## config.mk

```make
export PLATFORM = sky130hd
export DESIGN_NAME = ascii_to_five_bit_encoder_flat
export DESIGN_NICKNAME = d
export VERILOG_FILES = /design/src/rtl/five_bit_code_pkg.sv /design/src/rtl/ascii_to_five_bit_encoder_if.sv /design/src/rtl/ascii_char_classify.sv /design/src/rtl/ascii_to_five_bit_encoder.sv /design/src/flat_wrapper.sv
export SDC_FILE = /design/constraint.sdc
export NUM_CORES = 1
export LEC_CHECK = 0
export CAP_MARGIN = 20
export CORE_MARGIN = 8
export CORE_UTILIZATION = 45
export DETAILED_ROUTE_END_ITERATION = 7
export PLACE_DENSITY = 0.73
export RECOVER_POWER = 50
export SLEW_MARGIN = 20
export SYNTH_ARGS = -nofsm -noshare
export SYNTH_HDL_FRONTEND = slang
export SYNTH_SLANG_ARGS = --single-unit
```

## constraint.sdc

```tcl
create_clock -name clk -period 5.6 [get_ports clk]
set_clock_uncertainty 0.1 [all_clocks]
set_input_delay 1.4 -clock clk [delete_from_list [all_inputs] [get_ports clk]]
set_output_delay 1.4 -clock clk [all_outputs]
set_load 0.02 [all_outputs]
```

## src/rtl/five_bit_code_pkg.sv

```systemverilog
// five_bit_code_pkg
// Shared constants and types for the ASCII to 5-bit symbol encoder.
//   CODE_W        : symbol code width
//   CODE_*        : punctuation symbol codes 26..31
//   ASCII_*       : ASCII values of the accepted punctuation and letter bounds
//   char_class_t  : classifier result {code, mode, is_letter, is_valid}
package five_bit_code_pkg;

    localparam int CODE_W = 5;

    localparam logic [CODE_W-1:0] CODE_SPACE  = 5'd26;
    localparam logic [CODE_W-1:0] CODE_COMMA  = 5'd27;
    localparam logic [CODE_W-1:0] CODE_PERIOD = 5'd28;
    localparam logic [CODE_W-1:0] CODE_EXCL   = 5'd29;
    localparam logic [CODE_W-1:0] CODE_HYPHEN = 5'd30;
    localparam logic [CODE_W-1:0] CODE_QUEST  = 5'd31;

    localparam logic [7:0] ASCII_SPACE  = 8'h20;
    localparam logic [7:0] ASCII_COMMA  = 8'h2C;
    localparam logic [7:0] ASCII_PERIOD = 8'h2E;
    localparam logic [7:0] ASCII_EXCL   = 8'h21;
    localparam logic [7:0] ASCII_HYPHEN = 8'h2D;
    localparam logic [7:0] ASCII_QUEST  = 8'h3F;

    localparam logic [7:0] ASCII_LOWER_A = 8'h61;
    localparam logic [7:0] ASCII_LOWER_Z = 8'h7A;
    localparam logic [7:0] ASCII_UPPER_A = 8'h41;
    localparam logic [7:0] ASCII_UPPER_Z = 8'h5A;

    typedef struct packed {
        logic [CODE_W-1:0] code;
        logic              mode;       // letter case; meaningless for punctuation
        logic              is_letter;
        logic              is_valid;
    } char_class_t;

endpackage

```

## src/rtl/ascii_to_five_bit_encoder_if.sv

```systemverilog
// ascii_to_five_bit_encoder_if
// Character input and symbol output handshakes of the encoder.
//   in_valid/in_ready/in_char           : character stream into the encoder
//   out_valid/out_ready/out_data/out_mode : symbol stream out of the encoder
// modport slave  : the encoder side
// modport master : the side that feeds characters and consumes symbols
interface ascii_to_five_bit_encoder_if;
    import five_bit_code_pkg::*;

    logic              in_valid;
    logic              in_ready;
    logic [7:0]        in_char;
    logic              out_valid;
    logic              out_ready;
    logic [CODE_W-1:0] out_data;
    logic              out_mode;

    modport slave (
        input  in_valid, in_char, out_ready,
        output in_ready, out_valid, out_data, out_mode
    );

    modport master (
        output in_valid, in_char, out_ready,
        input  in_ready, out_valid, out_data, out_mode
    );

endinterface

```

## src/rtl/ascii_char_classify.sv

```systemverilog
// ascii_char_classify
// Purely combinational classification of one ASCII character.
//   in_char : ASCII character
//   cls     : code, letter case, letter flag and validity of in_char
module ascii_char_classify
    import five_bit_code_pkg::*;
(
    input  logic [7:0]  in_char,
    output char_class_t cls
);

    always_comb begin
        cls = '0;
        if (in_char >= ASCII_LOWER_A && in_char <= ASCII_LOWER_Z) begin
            cls.code      = CODE_W'(in_char - ASCII_LOWER_A);
            cls.mode      = 1'b0;
            cls.is_letter = 1'b1;
            cls.is_valid  = 1'b1;
        end else if (in_char >= ASCII_UPPER_A && in_char <= ASCII_UPPER_Z) begin
            cls.code      = CODE_W'(in_char - ASCII_UPPER_A);
            cls.mode      = 1'b1;
            cls.is_letter = 1'b1;
            cls.is_valid  = 1'b1;
        end else begin
            case (in_char)
                ASCII_SPACE:  begin cls.code = CODE_SPACE;  cls.is_valid = 1'b1; end
                ASCII_COMMA:  begin cls.code = CODE_COMMA;  cls.is_valid = 1'b1; end
                ASCII_PERIOD: begin cls.code = CODE_PERIOD; cls.is_valid = 1'b1; end
                ASCII_EXCL:   begin cls.code = CODE_EXCL;   cls.is_valid = 1'b1; end
                ASCII_HYPHEN: begin cls.code = CODE_HYPHEN; cls.is_valid = 1'b1; end
                ASCII_QUEST:  begin cls.code = CODE_QUEST;  cls.is_valid = 1'b1; end
                default:      cls = '0;
            endcase
        end
    end

endmodule

```

## src/rtl/ascii_to_five_bit_encoder.sv

```systemverilog
// ascii_to_five_bit_encoder
// Converts ASCII characters into 5-bit symbols plus a case-mode bit, with a
// one-deep registered output stage.
//   clk       : clock, rising edge
//   rst       : synchronous active-high reset
//   bus       : character in / symbol out handshakes (slave side)
//   mode_clr  : force the sticky case mode back to lowercase
//   err       : one-cycle pulse, the character accepted last cycle was invalid
//   err_count : saturating count of rejected characters
//   sym_count : wrapping count of delivered symbols
module ascii_to_five_bit_encoder
    import five_bit_code_pkg::*;
#(
    parameter int CNT_W = 16
) (
    input  logic                        clk,
    input  logic                        rst,
    ascii_to_five_bit_encoder_if.slave  bus,
    input  logic                        mode_clr,
    output logic                        err,
    output logic [CNT_W-1:0]            err_count,
    output logic [CNT_W-1:0]            sym_count
);

    localparam logic [CNT_W-1:0] CNT_ONE = CNT_W'(1);

    char_class_t       cls;
    logic              in_ready;
    logic              in_fire;
    logic              out_fire;
    logic              accept_sym;
    logic              accept_bad;
    logic              sym_mode;
    logic              sticky_mode;
    logic              out_valid_q;
    logic [CODE_W-1:0] out_data_q;
    logic              out_mode_q;

    ascii_char_classify u_classify (
        .in_char (bus.in_char),
        .cls     (cls)
    );

    // Output stage can take a new symbol when empty or being drained this cycle.
    assign in_ready   = !out_valid_q || bus.out_ready;
    assign in_fire    = bus.in_valid && in_ready;
    assign out_fire   = out_valid_q && bus.out_ready;
    assign accept_sym = in_fire && cls.is_valid;
    assign accept_bad = in_fire && !cls.is_valid;

    // Punctuation takes the mode held before any same-cycle mode_clr.
    assign sym_mode = cls.is_letter ? cls.mode : sticky_mode;

    assign bus.in_ready  = in_ready;
    assign bus.out_valid = out_valid_q;
    assign bus.out_data  = out_data_q;
    assign bus.out_mode  = out_mode_q;

    always_ff @(posedge clk) begin
        if (rst) begin
            out_valid_q <= 1'b0;
            out_data_q  <= '0;
            out_mode_q  <= 1'b0;
            sticky_mode <= 1'b0;
            err         <= 1'b0;
            err_count   <= '0;
            sym_count   <= '0;
        end else begin
            if (accept_sym) begin
                out_valid_q <= 1'b1;
                out_data_q  <= cls.code;
                out_mode_q  <= sym_mode;
            end else if (out_fire) begin
                out_valid_q <= 1'b0;
            end

            // An accepted letter's case beats a concurrent mode_clr.
            if (accept_sym && cls.is_letter) begin
                sticky_mode <= cls.mode;
            end else if (mode_clr) begin
                sticky_mode <= 1'b0;
            end

            err <= accept_bad;
            if (accept_bad && (err_count != '1)) begin
                err_count <= err_count + CNT_ONE;
            end
            if (out_fire) begin
                sym_count <= sym_count + CNT_ONE;
            end
        end
    end

endmodule

```

## src/flat_wrapper.sv

```systemverilog
// flat-port wrapper written by rule: the top's interface ports become plain ports
module ascii_to_five_bit_encoder_flat import five_bit_code_pkg::*;
#(
    parameter int CNT_W = 16
)
  (clk, rst, mode_clr, err, err_count, sym_count, bus_in_valid, bus_in_char, bus_out_ready, bus_in_ready, bus_out_valid, bus_out_data, bus_out_mode);
  ascii_to_five_bit_encoder_if bus_i ();
  input  logic clk;
  input  logic rst;
  input  logic mode_clr;
  output logic err;
  output logic [CNT_W-1:0] err_count;
  output logic [CNT_W-1:0] sym_count;
  input wire logic [$bits(bus_i.in_valid)-1:0] bus_in_valid;
  input wire logic [$bits(bus_i.in_char)-1:0] bus_in_char;
  input wire logic [$bits(bus_i.out_ready)-1:0] bus_out_ready;
  output wire logic [$bits(bus_i.in_ready)-1:0] bus_in_ready;
  output wire logic [$bits(bus_i.out_valid)-1:0] bus_out_valid;
  output wire logic [$bits(bus_i.out_data)-1:0] bus_out_data;
  output wire logic [$bits(bus_i.out_mode)-1:0] bus_out_mode;
  assign bus_i.in_valid = bus_in_valid;
  assign bus_i.in_char = bus_in_char;
  assign bus_i.out_ready = bus_out_ready;
  assign bus_in_ready = bus_i.in_ready;
  assign bus_out_valid = bus_i.out_valid;
  assign bus_out_data = bus_i.out_data;
  assign bus_out_mode = bus_i.out_mode;
  ascii_to_five_bit_encoder #(.CNT_W(CNT_W)) u_core (.clk(clk), .rst(rst), .bus(bus_i), .mode_clr(mode_clr), .err(err), .err_count(err_count), .sym_count(sym_count));
endmodule
```

* Yosys cells after proc, flatten, opt, wreduce, memory -nomap -nowiden
Cells that the tools add are included.
** Cells by class
- Multiplexer cells :: 9
- $add $sub $neg :: 4
- Reduce and logical (&&, ||, !) cells :: 14
- Magnitude comparators :: 4
- Equality and inequality tests :: 7
** Operators with widths (number)
- $eq A8 B6 Y1 const B :: 6
- $add A16 B1 Y16 const B :: 2
- $pmux W5 S6 :: 1
- $ge A8 B7 Y1 const B :: 2
- $le A8 B7 Y1 const B :: 2
- $mux W8 :: 2
- $ne A16 B16 Y1 const B :: 1
- $sub A5 B1 Y5 const B :: 2
- $logic_and A1 B1 Y1 :: 8
- $mux W1 :: 6
- $reduce_or A6 Y1 :: 1
- $reduce_bool A2 Y1 :: 2
- $logic_not A1 Y1 :: 2
- $logic_or A1 B1 Y1 :: 1
** Storage, ports and cells
- Bits in registers :: 41
- Output and inout port bits :: 41
- Word-level logic and storage cells :: 45

* Longest topological paths before layout
- Depth in word-level cells :: 8
- Mapped depth :: 10
- Mapped depth without buffers :: 8

* Cells and area by module
From an unflattened synthesis, not the netlist that was laid out.
** Second synthesis, totals
- Cells, all modules :: 269
- Area total of the unflattened synthesis :: 2359.8 um2
** Modules (own cells, without submodules)
- ascii_to_five_bit_encoder :: seq. area each 820.8 um2, cells an instance 220, area each 1959.4 um2, times used 1
- ascii_char_classify :: seq. area each 0.0 um2, cells an instance 49, area each 400.4 um2, times used 1

* Least setup slack after synthesis
OpenSTA, ideal clock, no wires.
- Path kind :: input port to flip-flop
- Start :: input bus_in_char[4]
- End :: register u_core.err_count[1]
- Buffers on the path :: 3
- Stages :: 9
- Data arrival time :: 3101 ps
- Data required time :: 5372 ps
- Slack :: 2271 ps
- Path through :: buf_6 > or4b_4 > a2111oi_4 > a21oi_2 > nand3_2 > buf_6 > buf_6 > mux2i_1 > nor2_1
** Between the ends
- Cells in the longest elaborated chain, start to end :: 8
** RTL lines
- start, declared :: line flat_wrapper.sv:15 : input wire logic [$bits(bus_i.in_char)-1:0] bus_in_char;
- branches (longest 4 deep; another with $ge A8 B7 Y1)
- $mux W8 (*) :: line ascii_char_classify.sv:14 : if (in_char >= ASCII_LOWER_A && in_char <= ASCII_LOWER_Z) begin
- $logic_not A1 Y1 (*) :: line ascii_to_five_bit_encoder.sv:49 : assign accept_bad = in_fire && !cls.is_valid;
- $logic_and A1 B1 Y1 (*) :: line ascii_to_five_bit_encoder.sv:49
- $logic_and A1 B1 Y1 (*) :: line ascii_to_five_bit_encoder.sv:85 : if (accept_bad && (err_count != '1)) begin
- end signal, assigned :: line ascii_to_five_bit_encoder.sv:86 : err_count <= err_count + CNT_ONE;
- end, declared :: line ascii_to_five_bit_encoder.sv:21 : output logic [CNT_W-1:0] err_count,
Every way passes the cells marked *.
A chain may end at the register's enable or synchronous reset.

* Final worst setup path
- Start :: input bus_out_ready
- End :: output bus_in_ready
** Between the ends
- Cells in the longest elaborated chain, start to end :: 1
** RTL lines
- start, declared :: line flat_wrapper.sv:16 : input wire logic [$bits(bus_i.out_ready)-1:0] bus_out_ready;
- $logic_or A1 B1 Y1 :: line ascii_to_five_bit_encoder.sv:45 : assign in_ready = !out_valid_q || bus.out_ready;
- end, declared :: line flat_wrapper.sv:17 : output wire logic [$bits(bus_i.in_ready)-1:0] bus_in_ready;
No other way between the ends.

==> impl_metrics.toml <==
[final_layout]
areaGrowthSynthToFinish_pct = 31.5
drive_gt1_share_pct = 5.73
fin_area_um2 = 2880
nFillCells = 445
layout.nets = 333
num_antenna_cells = 0
post-route-util_pct = 61.3

[timing]
relSlewSlack_pct = 32.2
rsz0062_at_grt = "false"
fin_crit_sh_pct = 77.7
tightest_slew_ns = 1.01
slew_viol_final = 0
final-hold-violation-count = 0
max_freq_mhz = 230
final-setup-viol-count = 0
finalCriticalPeriod_ns = 4.35
timing.setup.tns_ns = 0

[routing]
drtIter0Drc = 86
via_per_inst = 5.43
vias = 2000
route.detailed.drc = 0
wl_per_cell_um = 14.1
ant_nets = 0
drt_first_pass_iters = 4
routed_wl_um = 5200

[yosys]
synth_nets = 280
synth_most_common_cell = "dfxtp_1"
synth_top_family_by_area = "simple AND/OR/NAND/NOR gates"
yosysSeqAreaShare_pct = 37.5
synth_top_area_cell = "dfxtp_1"
synthDistinctLibCells = 43
synth_edf_count = 0
synthXorXnorAreaFrac_pct = 7.61
synth_top_area_share_pct = 37.5
synthCells = 260
ys_ff_latch = 41
async_flop_share_pct = 0
synth_compound_area_share_pct = 16.0
synth_area_leaders = "dfxtp_1 (38%), nor2_1 (6.0%), xor2_1 (5.6%)"
synthAdderAreaFrac_pct = 4.00
synth-simple-area-share_pct = 27.3
synth.yosys.warnings = 0
syn_area_per_cell_um2 = 8.41
synth_common_cells = "dfxtp_1 (41), nor2_1 (35), nand2_1 (21)"
synth_mux_area_share_pct = 3.20
netlist_area_um2 = 2190
synth_flop_cell = "dfxtp_1"

[global_route]
antenna_found_initial = 0
grt_pass1_wl_um = 8890
grt_max_degree = 30
grt_overflow_total = 0
track_usage_pct = 14.6
grt_pass1_vias = 1943

[cts]
htreeDepth = 2
postCtsSetupRepairBufs = 0
clock_path_buffers = 2
cts-root-buf = "clkbuf_8"
cts_inserted_buffers = 5
clk_latency_ns = 0.29
cts_tree = "built"
clock_sinks = 41
post_cts_resized = 0
hold_buffers = 0
clkTransAtPathRegs_ns = 0.08

[setup_path]
cpMaxStageDelayCell = "clkdlybuf4s50_1"
cp_max_fo = 5
critPathArrivalTime_ns = 2.85
path_cells = "dlygate4sd3_1 -> nand2b_1 -> clkdlybuf4s50_1"
end_kind = "output pin"
critPathKind = "input pin to output pin"
critPathRequiredTime_ns = 4.10
critPathMaxStageDelay_ns = 0.63
cp-start-kind = "input pin"

[power_and_ir_drop]
p_leak_uw = 0.00114
p_per_area_nw_per_um2 = 229
ir_worst_vdd_v = 0.000138
power_uw = 659

[floorplanning]
io_pins = 54
die_area_um2 = 7350
rows = 25
die_h_um = 85.7
start_util_pct = 46.6
die_w_um = 85.7
core_area_um2 = 4690

[place]
hpwl_um = 3940
placed_cell_area_um2 = 2740
port_buffers = 53
gp_congestion = 0.941

[outcome]
outcome = "finished, final reports clean"

[run]
cap_violations = 0

[min_path]
min_path_type = "register to register"
cell families after synthesis:
kind of cell	after synthesis
AND/OR/NAND/NOR	117
adder cells (fa/ha/maj)	7
buffers and inverters	19
AO/OA/AOI/OAI	51
flip-flops	41
multiplexers	6
XOR/XNOR	19
routing by layer:
metal,track usage [%],wire (µm),up-vias
met1,17.3,2310,911
met5,0,0,-
li1,-,-,1029
met4,4.94,73,0
met2,24.5,2480,55
met3,4.39,340,5
path summary, 6_finish.rpt:
| path | slack [ns] | start | cells past startpoint | to |
|---|---|---|---|---|
| worst max-delay path | 1.25 | bus_out_ready | 3 | bus_in_ready |
| worst min-delay path | 0.41 | u_core.sym_count[1] | 2 | u_core.sym_count[1] |
| worst max register to register | 3.40 | u_core.err_count[0] | 7 | u_core.err_count[14] |
| worst min register to register | 0.41 | u_core.sym_count[1] | 2 | u_core.sym_count[1] |
placed cells by master, fill, tap and decap left out, types with 2 or more instances in the layout:
master	count
xnor2_1	5
dlygate4sd3_1	38
nand2_1	21
o21ai_1	4
and4_1	4
bufinv_16	2
clkbuf_8	5
or3_1	5
clkdlybuf4s50_1	15
nor3_1	5
nand2b_1	2
nand3_1	20
a211oi_1	4
or4_1	6
a311oi_1	2
o21ai_0	7
inv_1	11
and3_1	4
nor2_1	35
o31ai_1	6
and2_1	3
xor2_1	14
mux2_4	2
nor2b_1	4
ha_1	7
dfxtp_1	41
mux2i_1	4
a221oi_1	3
a21oi_1	18
nand4_1	2
critical path: cells and delay by family:
family / cells / cell delay [ns]
buffers and inverters: 2 / 1.25
and+or+nand+nor: 1 / 0.21
power breakdown:
part	total, µW	internal (µW)	leakage, µW	switching [µW]
Sequential	301	296	0.000331	5.16
Combinational	69.8	28.3	0.000736	41.5
Clock	287	179	0.0000687	108
Total	659	504	0.00114	155
metrics by stage:
stage / setup WS [ns] / instances / hold WS, ns
floorplan: 2.27 / 260 / 0.443
global placement: 1.28 / 360 / 0.390
detailed placement: 1.21 / 360 / 0.392
CTS: 1.31 / 368 / 0.407
global route: 1.20 / 368 / 0.437
finish: 1.25 / 368 / 0.407
flip-flops by register name, indices dropped and copies added, names as in the netlist:
signal / cells
u_core.bus.out_mode: 1
u_core.err: 1
u_core.sym_count: 16
u_core.bus.out_valid: 1
u_core.bus.out_data: 5
u_core.sticky_mode: 1
u_core.err_count: 16
layout make-up:
cell class,count,area [µm²],area share (%)
Clock buffer,5,68.8,2.39
Clock inverter,3,68.8,2.39
Inverter,11,41.3,1.44
Multi-Input combinational cell,200,1270,44.2
Sequential cell,41,821,28.5
Tap cell,54,67.6,2.35
Timing Repair Buffer,54,538,18.7
Note: power is estimated with default switching activity, not from simulation.
==> variant, RTL diff (config.mk and constraints unchanged) <==
Put one more register stage on the output `err_count`, with the module's reset. The value now appears one clock later. The other outputs are not delayed to match.
--- a/src/rtl/ascii_to_five_bit_encoder.sv
+++ b/src/rtl/ascii_to_five_bit_encoder.sv
@@ -25,2 +25,4 @@
     localparam logic [CNT_W-1:0] CNT_ONE = CNT_W'(1);
+
+    logic [CNT_W-1:0] err_count_s0;
 
@@ -65,3 +67,3 @@
             err         <= 1'b0;
-            err_count   <= '0;
+            err_count_s0 <= '0;
             sym_count   <= '0;
@@ -84,4 +86,4 @@
             err <= accept_bad;
-            if (accept_bad && (err_count != '1)) begin
-                err_count <= err_count + CNT_ONE;
+            if (accept_bad && (err_count_s0 != '1)) begin
+                err_count_s0 <= err_count_s0 + CNT_ONE;
             end
@@ -93,2 +95,10 @@
 
+    always_ff @(posedge clk) begin
+        if (rst) begin
+            err_count <= '0;
+        end else begin
+            err_count <= err_count_s0;
+        end
+    end
+
 endmodule
Formal check against the unedited RTL: not equivalent (a bounded check fails within 4 cycles, from zero or initial values and one cycle with rst high).
==> variant against the unedited design <==
The run now ends with capacitance limit, slew limit left; sequential cell count increased by 16; routed wire length grew 11%; sequential power increased by 38%; critical path depth stayed put; sequential share of layout area rose by 5.1 points; count of clock-buffer cells in the layout increased by 9; area after synthesis rose by 20%; worst setup slack improved by 0.090 ns; power increased by 38%; final area increased by 18%; cell count increased by 16%; combinational power is 1% higher; critical path type unchanged.
==> variant: results (changes against the unedited design) <==
[outcome]
outcome = finished with violations
violations = capacitance limit, slew limit

[finish]
drive_gt1_share_pct = 8.99  ; +3.3 points
buffers = 53  ; -1.9%
multi_input_gates = 224  ; +12%
fin_nets = 371  ; +11%
clkbuf_count = 14  ; +9
nNonClkInverters = 6  ; -5
seq_area_share_pct = 33.6  ; +5.1 points
nFillCells = 499  ; +12%

[global_routing]
met1_usage_pct = 16.1  ; -1.1 points
grt_start_max_net_pins = 59  ; +97%
grtUsageTotal_pct = 14.2  ; -0.46 points
grt_pass1_wl_um = 9830  ; +11%
use_met3_pct = 4.81  ; +0.41 points

[timing]
final_max_slew_viol_count = 59  ; +59

[critical_path]
r2r_start = u_core.err_count_s0[0]
r2r_slack_ns = 3.54  ; +0.14 ns

[cts]
numCtsBuffers = 9  ; +4
h-tree-depth = 3  ; +1

[route]
routed_wl_um = 5770  ; +11%
vias_per_cell = 5.21  ; -4.1%
drt_iter0_drc = 121  ; +41%

[synth]
synthTopCellsByCount = 57 x dfxtp_1, 43 x nor2_1, 21 x nand2_1, 18 x nand3_1
yosys-top-cells-area = dfxtp_1 44%, nor2_1 6.2%, mux2_2 4.7%, nor2b_1 4.1%, nand3_1 3.4%
synth-compound-area-share_pct = 10.2  ; -5.8 points

[pwr]
powerDensity_nw_per_um2 = 269  ; +17%

[worst_hold_path]
min-delay-start = u_core.bus.out_data[1]
hold_path_end = u_core.bus.out_data[1]

[place]
hpwl_um = 4150  ; +5.2%

[run]
drv_cap = 1  ; +1

[floorplan]
core-area_sq_um = 5570  ; +19%

==> variant: cell types whose count changed after synthesis, moves of 6 or more <==
cell | before | now
nor2_1 | 35 | 43
nand4_1 | 2 | 11
nor3_1 | 5 | 12
mux2_2 | 0 | 11
o31ai_1 | 6 | 0
dfxtp_1 | 41 | 57
nor2b_1 | 4 | 17
xor2_1 | 14 | 8
==> variant: per-stage QoR <==
step	hold WS [ns]	instances	setup WS [ns]
6_report	0.381	428	1.34
5_1_grt	0.409	428	1.30
4_1_cts	0.384	428	1.34
3_5_place_dp	0.371	412	1.34
3_3_place_gp	0.372	412	1.36
2_1_floorplan	0.352	300	2.33
==> variant: logic make-up (layout without fill, tap and decap cells) <==
| group | after synthesis | in the layout |
|---|---|---|
| and+or+nand+nor | 148 | 148 |
| DFF | 57 | 57 |
| AOI/OAI and AO/OA | 41 | 41 |
| buffers and inverters | 19 | 75 |
| muxes | 15 | 15 |
| xor gates and xnor gates | 13 | 13 |
| adders and majority gates | 7 | 7 |
==> variant: where the power goes <==
group | total [uW] | leakage (uW) | switching [uW] | internal [uW]
Sequential | 415 | 0.000460 | 3.62 | 411
Combinational | 70.7 | 0.000726 | 41.9 | 28.8
Clock | 426 | 0.000111 | 150 | 276
==> variant: worst max path at each step <==
stage / start / endpoint / slack [ns]
after floorplan: bus_in_char[0] / u_core.err_count_s0[13] / 2.33
after global placement: bus_out_ready / bus_in_ready / 1.36
after detailed placement: bus_out_ready / bus_in_ready / 1.34
after CTS: bus_out_ready / bus_in_ready / 1.34
after global routing: bus_out_ready / bus_in_ready / 1.30
final: bus_out_ready / bus_in_ready / 1.34
==> variant: worst max-delay path: stages <==
cell	delay (ns)
clkdlybuf4s50_1	0.53
nand2b_1	0.18
clkdlybuf4s50_1	0.65
